==> src/rtl/mips_pkg.sv <==
// Shared encodings for the multi-cycle MIPS controller: FSM states, opcodes, functs, ALU codes.
// No logic, no latency, no backpressure.
package mips_pkg;

    typedef enum logic [3:0] {
        S_FETCH,
        S_DECODE,
        S_MEMADR,
        S_MEMRD,
        S_MEMWB,
        S_MEMWR,
        S_EXECUTE,
        S_ALUWB,
        S_BEQ,
        S_ADDIEX,
        S_ADDIWB,
        S_JUMP
    } state_e;

    localparam logic [5:0] OP_RTYPE = 6'b000000;
    localparam logic [5:0] OP_LW    = 6'b100011;
    localparam logic [5:0] OP_SW    = 6'b101011;
    localparam logic [5:0] OP_BEQ   = 6'b000100;
    localparam logic [5:0] OP_ADDI  = 6'b001000;
    localparam logic [5:0] OP_J     = 6'b000010;

    localparam logic [5:0] FN_ADD = 6'b100000;
    localparam logic [5:0] FN_SUB = 6'b100010;
    localparam logic [5:0] FN_AND = 6'b100100;
    localparam logic [5:0] FN_OR  = 6'b100101;
    localparam logic [5:0] FN_SLT = 6'b101010;

    localparam logic [2:0] ALU_ADD = 3'b010;
    localparam logic [2:0] ALU_SUB = 3'b110;
    localparam logic [2:0] ALU_AND = 3'b000;
    localparam logic [2:0] ALU_OR  = 3'b001;
    localparam logic [2:0] ALU_SLT = 3'b111;

    // alu_op: what the FSM asks of the ALU decoder
    localparam logic [1:0] ALUOP_ADD   = 2'b00;
    localparam logic [1:0] ALUOP_SUB   = 2'b01;
    localparam logic [1:0] ALUOP_FUNCT = 2'b10;

endpackage

==> src/rtl/alu_decoder.sv <==
// Maps FSM alu_op plus R-type funct to the 3-bit ALU operation; purely combinational.
// No backpressure; unknown functs fall back to add.
module alu_decoder
    import mips_pkg::*;
#(
    parameter int OP_WIDTH = 6
) (
    input  logic [1:0]          alu_op,
    input  logic [OP_WIDTH-1:0] funct,
    output logic [2:0]          alu_cntrl
);

    always_comb begin
        alu_cntrl = ALU_ADD;
        case (alu_op)
            ALUOP_SUB: alu_cntrl = ALU_SUB;
            ALUOP_FUNCT: begin
                case (funct)
                    OP_WIDTH'(FN_ADD): alu_cntrl = ALU_ADD;
                    OP_WIDTH'(FN_SUB): alu_cntrl = ALU_SUB;
                    OP_WIDTH'(FN_AND): alu_cntrl = ALU_AND;
                    OP_WIDTH'(FN_OR):  alu_cntrl = ALU_OR;
                    OP_WIDTH'(FN_SLT): alu_cntrl = ALU_SLT;
                    default:           alu_cntrl = ALU_ADD;
                endcase
            end
            default: alu_cntrl = ALU_ADD;
        endcase
    end

endmodule

==> src/rtl/mc_controller.sv <==
// Multi-cycle MIPS control FSM (Moore); instructions retire in 2..5 cycles, strobes track state.
// No backpressure; pc_en is the only output combinational on an input (zero_f).
module mc_controller
    import mips_pkg::*;
#(
    parameter int OP_WIDTH = 6
) (
    input  logic                clk,
    input  logic                rst,
    input  logic [OP_WIDTH-1:0] opcode,
    input  logic [OP_WIDTH-1:0] funct,
    input  logic                zero_f,
    output logic                iord,
    output logic                ir_write,
    output logic                mem_write,
    output logic                we_regf,
    output logic                reg_dst,
    output logic                mem_to_reg,
    output logic                alu_src_a,
    output logic [1:0]          alu_src_b,
    output logic [2:0]          alu_cntrl,
    output logic [1:0]          pc_src,
    output logic                pc_en,
    output logic                instr_done,
    output logic                illegal_op
);

    state_e state_q, state_d;

    logic op_lw, op_sw, op_rtype, op_beq, op_addi, op_j, op_known;
    logic ir_write_s, mem_write_s, we_regf_s, done_s, pc_write, branch;
    logic [1:0] alu_op;

    assign op_lw    = (opcode == OP_WIDTH'(OP_LW));
    assign op_sw    = (opcode == OP_WIDTH'(OP_SW));
    assign op_rtype = (opcode == OP_WIDTH'(OP_RTYPE));
    assign op_beq   = (opcode == OP_WIDTH'(OP_BEQ));
    assign op_addi  = (opcode == OP_WIDTH'(OP_ADDI));
    assign op_j     = (opcode == OP_WIDTH'(OP_J));
    assign op_known = op_lw | op_sw | op_rtype | op_beq | op_addi | op_j;

    always_ff @(posedge clk or negedge rst) begin
        if (!rst) begin
            state_q <= S_FETCH;
        end else begin
            state_q <= state_d;
        end
    end

    always_comb begin
        state_d = S_FETCH;
        case (state_q)
            S_FETCH: state_d = S_DECODE;
            S_DECODE: begin
                if (op_lw || op_sw)  state_d = S_MEMADR;
                else if (op_rtype)   state_d = S_EXECUTE;
                else if (op_beq)     state_d = S_BEQ;
                else if (op_addi)    state_d = S_ADDIEX;
                else if (op_j)       state_d = S_JUMP;
                else                 state_d = S_FETCH;
            end
            S_MEMADR:  state_d = op_lw ? S_MEMRD : S_MEMWR;
            S_MEMRD:   state_d = S_MEMWB;
            S_EXECUTE: state_d = S_ALUWB;
            S_ADDIEX:  state_d = S_ADDIWB;
            default:   state_d = S_FETCH;
        endcase
    end

    always_comb begin
        iord        = 1'b0;
        ir_write_s  = 1'b0;
        mem_write_s = 1'b0;
        we_regf_s   = 1'b0;
        reg_dst     = 1'b0;
        mem_to_reg  = 1'b0;
        alu_src_a   = 1'b0;
        alu_src_b   = 2'b00;
        alu_op      = ALUOP_ADD;
        pc_src      = 2'b00;
        pc_write    = 1'b0;
        branch      = 1'b0;
        done_s      = 1'b0;
        case (state_q)
            S_FETCH: begin
                ir_write_s = 1'b1;
                pc_write   = 1'b1;
                alu_src_b  = 2'b01;
            end
            S_DECODE: begin
                alu_src_b = 2'b11;
                done_s    = ~op_known;
            end
            S_MEMADR, S_ADDIEX: begin
                alu_src_a = 1'b1;
                alu_src_b = 2'b10;
            end
            S_MEMRD: iord = 1'b1;
            S_MEMWB: begin
                we_regf_s  = 1'b1;
                mem_to_reg = 1'b1;
                done_s     = 1'b1;
            end
            S_MEMWR: begin
                iord        = 1'b1;
                mem_write_s = 1'b1;
                done_s      = 1'b1;
            end
            S_EXECUTE: begin
                alu_src_a = 1'b1;
                alu_op    = ALUOP_FUNCT;
            end
            S_ALUWB: begin
                we_regf_s = 1'b1;
                reg_dst   = 1'b1;
                done_s    = 1'b1;
            end
            S_BEQ: begin
                alu_src_a = 1'b1;
                alu_op    = ALUOP_SUB;
                pc_src    = 2'b01;
                branch    = 1'b1;
                done_s    = 1'b1;
            end
            S_ADDIWB: begin
                we_regf_s = 1'b1;
                done_s    = 1'b1;
            end
            S_JUMP: begin
                pc_src   = 2'b10;
                pc_write = 1'b1;
                done_s   = 1'b1;
            end
            default: ;
        endcase
    end

    alu_decoder #(
        .OP_WIDTH (OP_WIDTH)
    ) u_alu_decoder (
        .alu_op    (alu_op),
        .funct     (funct),
        .alu_cntrl (alu_cntrl)
    );

    // Reset forces FETCH, but the strobes must also drop while reset is still held.
    assign ir_write   = ir_write_s & rst;
    assign mem_write  = mem_write_s & rst;
    assign we_regf    = we_regf_s & rst;
    assign instr_done = done_s & rst;
    assign pc_en      = (pc_write | (branch & zero_f)) & rst;
    assign illegal_op = (state_q == S_DECODE) & ~op_known & rst;

endmodule

==> config.mk <==
export PLATFORM = sky130hd
export DESIGN_NAME = mc_controller
export DESIGN_NICKNAME = d
export VERILOG_FILES = /design/src/rtl/mips_pkg.sv /design/src/rtl/alu_decoder.sv /design/src/rtl/mc_controller.sv
export SDC_FILE = /design/constraint.sdc
export NUM_CORES = 1
export LEC_CHECK = 0
export ABC_AREA = 1
export CORE_UTILIZATION = 34
export CTS_CLUSTER_SIZE = 40
export DETAILED_ROUTE_END_ITERATION = 16
export GPL_TIMING_DRIVEN = 0
export MAX_ROUTING_LAYER = met4
export PLACE_DENSITY = 0.79
export SKIP_CTS_REPAIR_TIMING = 1
export SLEW_MARGIN = 0
export SYNTH_ARGS = -nofsm -noshare
export SYNTH_HDL_FRONTEND = slang
export SYNTH_SLANG_ARGS = --single-unit
==> constraint.sdc <==
create_clock -name clk -period 1.65 [get_ports clk]
set_input_delay 0.495 -clock clk [delete_from_list [all_inputs] [get_ports clk]]
set_output_delay 0.495 -clock clk [all_outputs]
set_load 0.01 [all_outputs]
==> impl_metrics.ini <==
[layout]
reg_top3 = state_q (4)
final_area_um2 = 1150
final_core_util = 0.745
nets = 173
regMostFlops = state_q
largest_reg_flops = 4
fillers = 115
layout_commonest_cell = nand2_1
drive_gt1_frac = 0.545
layout_common_cells = nand2_1 (20), buf_2 (13), inv_1 (11)
n_antenna_cell = 0
seq_area_um2 = 103
syn2layout_area_growth_pct = 100
multi_input_area_um2 = 563

[synthesis]
synth_xor_area_frac = 0
synthCells = 109
syn_area_per_cell_um2 = 5.27
syn_area_um2 = 574
synthAdderAreaFrac = 0.0436
ys_warn_count = 0
synth_top_family_by_area = simple AND/OR/NAND/NOR gates
synthFlopType = dfrtp_1
async_flop_share = 1.00
ys_types = 16
syn_nets = 126
synth_seq_cells = 4
seq_area_frac_synth = 0.174
synth_compound_area_frac = 0.0566
synth-simple-area-share = 0.575
synthMuxAreaShare = 0
synth-edff-count = 0

[timing]
worst_slack_ns = -0.402
finalCritPeriodShare = 1.24
slew_viol_final = 0
rsz0062_at_grt = true
whs_ns = 0.0741
tightest_slew_ns = 0.212
fin_worst_skew_ns = 0.00462
fmaxAchievable_mhz = 487
slew_headroom = 0.859
finalSetupViolations = 17
final.min_clock_period_ns = 2.05
hold_viol = 0

[clock_tree]
cts_num_sinks = 4
cts_tree = done
clockRootBuffer = clkbuf_4
clock_latency_ns = 0.23
numCtsBuffers = 3
cts.htree.levels = 1
clk_path_buf_depth = 2
clkSlewWorstSetupHoldPaths_ns = 0.04

[route]
drc = 0
wl_per_cell_um = 12.9
drt_first_pass_iters = 4
postRouteAntennaNets = 0
routed_wl_um = 2190
dr.first_iter.drc_count = 22
viasPerCell = 5.05
dr_total_vias = 859

[placement]
numPortBuffers = 31
place_area_um2 = 952
post-place-ws_ns = -0.938
hpwlAfterDp_um = 1350
routabilityCongestion = 0.896

[die]
num_rows = 14
die-width_um = 43.1
io_pins = 32
dieArea_um2 = 1860
die_h_um = 43.1
start_util = 0.373
coreArea_um2 = 1540

[grt]
antenna_found_initial = 0
grt_overflow = 0
first_global_vias = 688
grt_start_max_net_pins = 7
grt_use_total = 0.197
grt_pass1_wl_um = 2720

[pwr]
p_per_area_nw_per_um2 = 828
p_sw_mw = 0.473
p_comb_frac = 0.701
pwr-share-seq = 0.176
power_switching_share = 0.497
ir_drop_mv = 0.673
total_power_mw = 0.951
clock_power_share = 0.123
internal_power_mw = 0.478
p_leak_nw = 0.679

[worst_setup_path]
endpoint_kind = output pin
critical_path_required_ns = 1.15
path_class = flip-flop to output pin
crit_fanout = 3
cp_data_arrival_time_ns = 1.56
start_kind = flip-flop

[flow_run]
max_cap_violations = 0

[run_status]
status = finished with violations
violations = setup timing

[worst_hold_path]
hold_path.class = primary input to asynchronous set/reset pin
[routing by layer]
metal,track usage,wire length (µm),vias up
met5,-,0,-
met4,0.0909,14,0
met2,0.319,1210,35
li1,-,-,431
met1,0.230,877,391
met3,0.0426,91,2
[Yosys cell counts (2+ instances only)]
library cell	n	area [µm²]
ha_1	2	25.0
nand2_2	2	12.5
inv_1	18	67.6
a21oi_1	2	10.0
nand3_1	11	55.1
nor2_2	6	37.5
o21ai_0	2	10.0
dfrtp_1	4	100
inv_2	5	18.8
nand4_1	4	25.0
nor2_1	18	67.6
nand2_1	31	116
[area by class of cell]
type,count,area share
clock buffer,3,0.0196
inverter,23,0.0817
multi-input combinational,82,0.490
sequential,4,0.0893
tap,16,0.0174
timing repair buffer,42,0.302
[cells by family after synthesis]
| logic type | Yosys count |
|---|---|
| compound gates | 6 |
| simple gates | 74 |
| fa+ha+maj | 2 |
| buf+inv | 23 |
| flops | 4 |
[path summary, 6_finish.rpt]
kind / from / to / slack, ns / cells after the start
max: state_q[2]$_DFF_PN0_ / alu_cntrl[0] / -0.40 / 8
min: rst / state_q[2]$_DFF_PN0_ / 0.07 / 1
max reg2reg: state_q[2]$_DFF_PN0_ / state_q[1]$_DFF_PN0_ / 0.46 / 8
min reg2reg: state_q[0]$_DFF_PN0_ / state_q[0]$_DFF_PN0_ / 0.69 / 3
max in group asynchronous: rst / state_q[0]$_DFF_PN0_ / 1.42 / 1
min in group clk: state_q[0]$_DFF_PN0_ / state_q[0]$_DFF_PN0_ / 0.69 / 3
[power groups by stage]
| stage | Clock (mW) | Sequential (mW) | Combinational, mW |
|---|---|---|---|
| floorplan | 0 | 0.153 | 0.321 |
| global placement | 0 | 0.155 | 0.559 |
| detailed placement | 0 | 0.156 | 0.563 |
| CTS | 0.124 | 0.155 | 0.565 |
| global route | 0.132 | 0.171 | 0.727 |
| finish | 0.117 | 0.167 | 0.667 |
[critical path, stage by stage (launching register included)]
cell and delay, ns:
dfrtp_1 0.42, inv_2 0.14, nand2_4 0.07, nor2_4 0.15
inv_2 0.07, ha_4 0.17, nand4_1 0.11, o21ai_2 0.06
buf_2 0.13
[metrics by stage]
| stage | cells | TNS [ns] |
|---|---|---|
| after floorplan | 109 | -0.0330 |
| after global placement | 156 | -8.42 |
| after detailed placement | 156 | -8.86 |
| after CTS | 159 | -10.98 |
| after global routing | 170 | -4.53 |
| final | 170 | -3.34 |
No activity file was read; power rests on OpenSTA's default activity.
